--- src/rtl/truth_table_sweeper.sv ---
// Clocked exhaustive sweeper for a small combinational circuit.
// Drives every input vector, samples after a settle delay, scores against a table.
module truth_table_sweeper #(
   parameter int N_IN   = 3,
   parameter int N_OUT  = 2,
   parameter int SETTLE = 1
) (
   input  logic                         clk,
   input  logic                         rst,
   input  logic                         start,
   input  logic [N_OUT*(2**N_IN)-1:0]   exp_table,
   output logic [N_IN-1:0]              dut_in,
   input  logic [N_OUT-1:0]             dut_out,
   output logic                         busy,
   output logic                         done,
   output logic                         pass,
   output logic [N_IN:0]                err_count,
   output logic                         fail_seen,
   output logic [N_IN-1:0]              first_fail_idx,
   output logic                         cap_valid,
   output logic [N_IN-1:0]              cap_idx,
   output logic [N_OUT-1:0]             cap_data,
   output logic                         cap_err
);

   localparam int CW = (SETTLE > 1) ? $clog2(SETTLE) : 1;
   localparam logic [CW-1:0]   RELOAD = CW'(SETTLE - 1);
   localparam logic [N_IN-1:0] LAST   = {N_IN{1'b1}};

   typedef enum logic [1:0] {
      S_IDLE, S_SETTLE, S_CAPTURE, S_DONE
   } state_t;

   state_t            state_q, state_d;
   logic [N_IN-1:0]   idx_q, idx_d;
   logic [CW-1:0]     cnt_q, cnt_d;
   logic              busy_q, busy_d;
   logic              done_q, done_d;
   logic              pass_q, pass_d;
   logic [N_IN:0]     err_q, err_d;
   logic              fail_q, fail_d;
   logic [N_IN-1:0]   ffi_q, ffi_d;
   logic              cv_q, cv_d;
   logic [N_IN-1:0]   cidx_q, cidx_d;
   logic [N_OUT-1:0]  cdata_q, cdata_d;
   logic              cerr_q, cerr_d;
   logic [N_OUT-1:0]  exp_vec;
   logic              mism;

   always_ff @(posedge clk) begin
      if (rst) begin
         state_q <= S_IDLE;
         idx_q   <= '0;
         cnt_q   <= '0;
         busy_q  <= 1'b0;
         done_q  <= 1'b0;
         pass_q  <= 1'b0;
         err_q   <= '0;
         fail_q  <= 1'b0;
         ffi_q   <= '0;
         cv_q    <= 1'b0;
         cidx_q  <= '0;
         cdata_q <= '0;
         cerr_q  <= 1'b0;
      end else begin
         state_q <= state_d;
         idx_q   <= idx_d;
         cnt_q   <= cnt_d;
         busy_q  <= busy_d;
         done_q  <= done_d;
         pass_q  <= pass_d;
         err_q   <= err_d;
         fail_q  <= fail_d;
         ffi_q   <= ffi_d;
         cv_q    <= cv_d;
         cidx_q  <= cidx_d;
         cdata_q <= cdata_d;
         cerr_q  <= cerr_d;
      end
   end

   always_comb begin
      exp_vec = exp_table[int'(idx_q)*N_OUT +: N_OUT];
      mism    = (dut_out != exp_vec);
      state_d = state_q;
      idx_d   = idx_q;
      cnt_d   = cnt_q;
      busy_d  = 1'b0;
      done_d  = 1'b0;
      pass_d  = pass_q;
      err_d   = err_q;
      fail_d  = fail_q;
      ffi_d   = ffi_q;
      cv_d    = 1'b0;
      cidx_d  = cidx_q;
      cdata_d = cdata_q;
      cerr_d  = cerr_q;
      unique case (state_q)
         S_IDLE: begin
            if (start) begin
               state_d = S_SETTLE;
               idx_d   = '0;
               cnt_d   = RELOAD;
               err_d   = '0;
               fail_d  = 1'b0;
               ffi_d   = '0;
               pass_d  = 1'b0;
            end
         end
         S_SETTLE: begin
            busy_d = 1'b1;
            if (cnt_q == '0) state_d = S_CAPTURE;
            else             cnt_d   = cnt_q - CW'(1);
         end
         S_CAPTURE: begin
            cv_d    = 1'b1;
            cidx_d  = idx_q;
            cdata_d = dut_out;
            cerr_d  = mism;
            if (mism) begin
               err_d = err_q + (N_IN+1)'(1);
               if (!fail_q) begin
                  fail_d = 1'b1;
                  ffi_d  = idx_q;
               end
            end
            // pass must reflect a mismatch on the final vector too
            if (idx_q == LAST) begin
               state_d = S_DONE;
               done_d  = 1'b1;
               pass_d  = (err_d == '0);
            end else begin
               busy_d  = 1'b1;
               idx_d   = idx_q + N_IN'(1);
               cnt_d   = RELOAD;
               state_d = S_SETTLE;
            end
         end
         S_DONE:  state_d = S_IDLE;
         default: state_d = S_IDLE;
      endcase
   end

   assign dut_in         = idx_q;
   assign busy           = busy_q;
   assign done           = done_q;
   assign pass           = pass_q;
   assign err_count      = err_q;
   assign fail_seen      = fail_q;
   assign first_fail_idx = ffi_q;
   assign cap_valid      = cv_q;
   assign cap_idx        = cidx_q;
   assign cap_data       = cdata_q;
   assign cap_err        = cerr_q;

endmodule

--- config.mk ---
export PLATFORM = sky130hd
export DESIGN_NAME = truth_table_sweeper
export DESIGN_NICKNAME = d
export VERILOG_FILES = /design/src/rtl/truth_table_sweeper.sv
export SDC_FILE = /design/constraint.sdc
export NUM_CORES = 1
export LEC_CHECK = 0
export BUFFER_PORTS_ARGS = -buffer_cell sky130_fd_sc_hd__buf_2
export CAP_MARGIN = 25
export CORE_ASPECT_RATIO = 2
export CORE_MARGIN = 3
export CORE_UTILIZATION = 35
export DETAILED_ROUTE_END_ITERATION = 8
export MAX_ROUTING_LAYER = met4
export PLACE_DENSITY_LB_ADDON = 0.1
export SETUP_SLACK_MARGIN = 0.5
export SLEW_MARGIN = 25
export SYNTH_ARGS = -nofsm -noshare
export SYNTH_HDL_FRONTEND = slang
export SYNTH_SLANG_ARGS = --single-unit
--- constraint.sdc ---
create_clock -name clk -period 2.55 [get_ports clk]
set_clock_uncertainty 0.05 [all_clocks]
set_input_delay 0.255 -clock clk [delete_from_list [all_inputs] [get_ports clk]]
set_output_delay 0.255 -clock clk [all_outputs]
set_load 0.1 [all_outputs]
==> metrics.csv, run 1 <==
metric;value;unit
final hold violations;0;
DR vias/cell;5.58;
TritonCTS Buffers;3;
Initial Util;36.7;%
Fmax;471;MHz
leading area contributor after synthesis;dfxtp_1;
Worst Path Buf+Inv;2;
Worst-Margin Slew;0.498;ns
Area contributors post-synth;dfxtp_1, mux2i_1, ha_1;
most instantiated cells after synthesis;dfxtp_1, nor2_1, mux2i_1;
worst-skew pair later-pin latency;0.26;ns
crit-path cells;buf_4 > mux4_2 > xor2_4 > and2_4 > buf_6 > mux2i_4 > a32oi_1;
Iter 0 DRT Violations;27;
Ys Warns;0;
Die Ht;90.1;um
unrepaired setup endpoints after global routing;yes;
fin area;0.00165;mm^2
CP required;2.65;ns
Root Buffer;clkbuf_8;
HP Class;in2reg;
ant diodes;0;
final wirelength;3300;um
Final setup viols;0;
status;completed;
final period demand of the worst path;2.12;ns
Fillers;345;
syn nets;161;
fraction of registers with async set/reset;0;%
post-DP HPWL;2490;um
FF-to-FF path depth;7;
Post-synth EDFFs;0;
routed vias;1184;
total grt overflow;0;
wire length per cell;15.6;um
die area;0.00433;mm^2
Placed Area;0.00146;mm^2
CP Launch Point;dut_in[1];
hold_buf cts;0;
Peak VDD IR;0.323;mV
post-synthesis sequential area ratio;37.2;%
layout cell share with drive strength beyond 1;40.6;%
Port Buffers;41;
Post-Syn Instances;133;
number of remaining DRC errors;0;
global-route wire length before repair;5290;um
most frequent cell after synthesis;dfxtp_1;
vias in the first global route;1133;
# IOs;42;
# clock sinks;23;
WHS;0.276;ns
clk slew on worst S/H paths;0.08;ns
slowest stage cell, crit path;mux4_2;
final net count;209;
Mapped Area;0.00124;mm^2
CP Data Arrival Time;2.22;ns
Rows;30;
Synth cell types;38;
Slew headroom;67.0;%
Max-Cap Viols;0;
Critical Path Sink Type;flop;
Final ANT Viol Nets;0;
CTS tree;done;
Horiz. Die Dim;48.1;um
mean area per synthesized cell;9.31;um^2
P&R area growth vs syn;33.0;%
crit path max fanout;6;
reg-to-reg startpoint;dut_in[1];
Hold Startpoint;dut_out[1];
CTS H-tree depth;1;
final period utilization;83.3;%
core outline area;0.00338;mm^2
largest net degree at the start of global routing;23;
top_reg_cell synth;dfxtp_1;
CTS Buffer Depth;2;
Hold Crit Depth;3;
Max stage delay on crit path;0.55;ns
Seq cells post-synth;23;
1st-pass router iterations;4;
Max Slew Vio Count;0;
Power Density;555;mW/mm^2
GRT Util Overall;17.0;%
GPL Wtd Cong;0.871;
Yosys top cell area share;37.2;%
Pleak;0.722;nW
worst setup path category;reg2reg;
critical path's top delay family;multiplexers;
critical path depth in cells;7;
CP Launch Type;flop;
final setup TNS;0;ns
antenna violations before repair;0;
## per-stage QoR
step	std cells	total power, W	setup WS, ns	util (%)
detailed placement	200	0.000654	0.331	43.2
floorplan	133	0.000592	0.213	-
global placement	200	0.000648	0.416	43.2
CTS	204	0.000890	0.427	45.1
finish	212	0.000915	0.427	48.8
global route	212	0.000970	0.375	48.8
## what timing repair did
action / in CTS / in global routing
setup buffers: 0 / 8
gates resized for setup: 4 / 13
gates cloned: 0 / 0
endpoints found under the setup margin: 4 / 7
pin swaps: 0 / 8
## placed cells by master (no fill, tap or decap), drive strengths merged, types with 2 or more instances in the layout
master	synthesis	routed
nor3	3	3
a31oi	3	3
dfxtp	23	23
xor2	3	3
mux2i	14	14
nand2b	2	2
a32o	3	3
a22o	2	2
clkbuf	4	6
nor2	15	15
and2	2	2
nand2	11	11
buf	4	49
a211oi	2	2
or3	2	2
a311oi	2	2
ha	7	7
a21oi	6	6
nand3	2	2
o21ai	3	3
and3	2	2
mux4	2	2
inv	3	3
a32oi	2	2
## report_power, final
part | total, W | internal [W] | leakage [nW] | switching (W)
registers | 0.000385 | 0.000372 | 0.188 | 0.0000129
clock network | 0.000229 | 0.000112 | 0.0228 | 0.000118
logic | 0.000301 | 0.000108 | 0.512 | 0.000193
total | 0.000915 | 0.000592 | 0.722 | 0.000324
## cell families after synthesis
kind of cell	synth area share [%]
adders and majority gates	7.07
xor gates and xnor gates	2.12
DFF	37.2
AOI/OAI and AO/OA	16.8
and+or+nand+nor	17.1
muxes	14.9
buffers and inverters	4.85
## cell type report
type	count	area, um^2	area share [%]
clock buffers	4	45.0	2.73
inverters	3	11.3	0.683
multi-input cells	99	803	48.7
flip-flops and latches	23	469	28.5
well taps	32	40.0	2.43
repair buffers	51	279	16.9
## worst reg2reg max path: cells and delay by family, from the launching register on
kind	cells	cell delay [ns]
mux	2	0.77
buf+inv	2	0.23
flops	1	0.40
xor+xnor	1	0.27
simple gates	1	0.22
compound gates	1	0.08
## state kept, by name, summed over array words and instances, names as in the netlist
register	flops
busy	1
cap_data	2
cap_err	1
cap_idx	3
cap_valid	1
done	1
dut_in	3
err_count	4
fail_seen	1
first_fail_idx	3
pass	1
state_q	2
## routing by layer
layer | track usage (%) | vias up | wire (um)
li1 | - | 580 | -
met1 | 18.3 | 556 | 1180
met2 | 28.7 | 44 | 1880
met3 | 1.80 | 4 | 177
met4 | 8.09 | 0 | 60
met5 | - | - | 0
## worst paths after layout
check             slack, ns                end
hold reg to reg        0.43  first_fail_idx[1]
hold / removal         0.28        cap_data[1]
setup reg to reg       0.43               pass
setup / recovery       0.43               pass
(Power assumes the default switching activity.)
==> inputs of run 2 (changes only) <==
==> constraint.sdc (replaced) <==
create_clock -name clk -period 1.88 [get_ports clk]
set_clock_uncertainty 0.05 [all_clocks]
set_input_delay 0.188 -clock clk [delete_from_list [all_inputs] [get_ports clk]]
set_output_delay 0.188 -clock clk [all_outputs]
set_load 0.1 [all_outputs]
==> run 2 against run 1 <==
  * The run now ends with setup timing left
  * Via count up 1.9%
  * Critical path depth decreased by 1
  * Clock power is 38% higher
  * Power up 43%
  * First-iteration DRC count down 37%
  * Die area unchanged
  * Setup slack got worse by 0.53 ns
  * Sequential share of layout area down 2.0 points
  * Clock-buffer cell count did not move
  * Critical path type unchanged
  * Critical endpoint unchanged
  * Largest cell class unchanged
==> metrics.csv, run 2 (same netlist as run 1, synthesis figures left out) <==
metric;value;unit;change
status;finished with violations;;
failing checks;setup timing;;
number of remaining DRC errors;0;;unchanged
vias in the first global route;1195;;+5.5%
Slew headroom;66.9;%;-0.16 points
Max-Cap Viols;0;;unchanged
Max Slew Vio Count;0;;unchanged
Critical Path Sink Type;flop;;
final period utilization;105;%;+22 points
final wirelength;3320;um;+0.64%
P&R area growth vs syn;44.3;%;
Initial Util;36.7;%;unchanged
HP Class;in2reg;;
Worst Path Buf+Inv;0;;-2
antenna violations before repair;0;;unchanged
reg-to-reg critical path endpoint;pass;;
CP Launch Type;flop;;
CTS tree;done;;
post-DP HPWL;2540;um;+2.0%
Hold Startpoint;dut_out[0];;
Iter 0 DRT Violations;17;;-37%
crit path max fanout;7;;+1
Port Buffers;41;;unchanged
reg-to-reg slack, setup;-0.1;ns;-0.53 ns
core outline area;0.00338;mm^2;unchanged
wire length per cell;15.0;um;-3.5%
worst-skew pair later-pin latency;0.27;ns;about the same
ant diodes;0;;unchanged
CP required;2.03;ns;-0.62 ns
# IOs;42;;unchanged
Hold Crit Depth;3;;unchanged
slowest stage cell, crit path;mux4_2;;
Final setup viols;7;;+7
reg-to-reg startpoint;dut_in[1];;
DR vias/cell;5.46;;-2.3%
CP Data Arrival Time;2.13;ns;-0.09 ns
final hold violations;0;;unchanged
final worst setup slack;-0.0988;ns;-0.525 ns
clk slew on worst S/H paths;0.08;ns;about the same
Power Density;730;mW/mm^2;+31%
Fmax;505;MHz;+7.3%
TritonCTS Buffers;3;;unchanged
Root Buffer;clkbuf_8;;
# clock sinks;23;;unchanged
crit-path cells;mux2i_1 > mux4_2 > xor2_2 > nand2_1 > or3_1 > a32oi_1;;
layout cell share with drive strength beyond 1;48.7;%;+8.1 points
Horiz. Die Dim;48.1;um;unchanged
hold_buf cts;0;;unchanged
final net count;218;;+4.3%
unrepaired setup endpoints after global routing;yes;;
WHS;0.177;ns;-0.0981 ns
Worst Hold End;cap_data[0];;
CTS H-tree depth;1;;unchanged
Pleak;0.782;nW;+8.2%
Peak VDD IR;0.337;mV;+4.3%
die area;0.00433;mm^2;unchanged
1st-pass router iterations;4;;unchanged
most common cell after layout, fill and taps aside;buf_2;;
global-route wire length before repair;5400;um;+1.9%
Largest register FFs;4;;unchanged
most frequent cells in the layout;buf_2, dfxtp_1, buf_4;;
critical path's top delay family;multiplexers;;
final setup TNS;-0.390;ns;-0.390 ns
worst setup path category;reg2reg;;
Final ANT Viol Nets;0;;unchanged
final period demand of the worst path;1.98;ns;-0.145 ns
total grt overflow;0;;unchanged
routed vias;1206;;+1.9%
Worst-Margin Slew;0.500;ns;+0.00235 ns
CTS Buffer Depth;2;;unchanged
Rows;30;;unchanged
GRT Util Overall;17.0;%;+0.032 points
FF-to-FF path depth;6;;-1
Die Ht;90.1;um;unchanged
largest net degree at the start of global routing;22;;-4.3%
Max stage delay on crit path;0.50;ns;-0.05 ns
GPL Wtd Cong;0.917;;+5.4%
==> run 2: cell types whose count changed in the layout (fill, tap and decap cells not counted), moves of 3 or more <==
| cell | delta |
|---|---|
| clkbuf_4 | +3 |
| buf_4 | +12 |
| ha_1 | -3 |
| buf_2 | -8 |
| buf_6 | +4 |
==> run 2: final cells by class <==
class / instances / area [um^2]
inverters: 3 / 11.3
well taps: 32 / 40.0
multi-input cells: 99 / 832
repair buffers: 60 / 387
fillers: 326 / 1590
clock buffers: 4 / 45.0
flip-flops and latches: 23 / 473
==> run 2: metrics by stage <==
stage          setup slack (ns)  instances  total power [W]  cell area (um^2)  util [%]
6_report                -0.0988        221          0.00130              1790      52.9
4_1_cts                  -0.129        217          0.00127              1680      49.9
2_1_floorplan            -0.457        133         0.000808              1260         -
3_5_place_dp             -0.131        210         0.000915              1540      45.7
5_1_grt                  -0.182        221          0.00138              1790      52.9
3_3_place_gp            -0.0977        210         0.000908              1540      45.7
==> run 2: worst max path at each step <==
stage,end,cells past startpoint,start,slack [ns]
5_1_grt,pass,7,dut_in[1],-0.18
3_3_place_gp,pass,6,dut_in[0],-0.1
2_1_floorplan,pass,8,dut_in[0],-0.46
4_1_cts,pass,6,dut_in[0],-0.13
6_report,pass,6,dut_in[1],-0.1
3_5_place_dp,pass,6,dut_in[0],-0.13
==> run 2: power by group <==
| group | internal (W) | switching, W |
|---|---|---|
| sequential | 0.000505 | 0.0000214 |
| clock | 0.000152 | 0.000165 |
| combinational | 0.000185 | 0.000276 |
==> run 2: worst register-to-register path: stages (launching register included) <==
cell,delay [ns]
dfxtp_4,0.38
mux2i_1,0.12
mux4_2,0.50
xor2_2,0.23
nand2_1,0.11
or3_1,0.33
a32oi_1,0.18
==> run 2: routing by layer <==
metal,vias to the layer above,GRT usage [%],routed length (um)
li1,595,-,-
met2,42,28.2,1830
met5,-,-,0
met4,0,7.19,88
met1,562,19.3,1270
met3,7,2.00,134
==> run 2: what timing repair did <==
action,CTS,global route
setup buffers,3,4
setup endpoints to repair,21,20
resized for setup,20,18
pin swaps,8,7
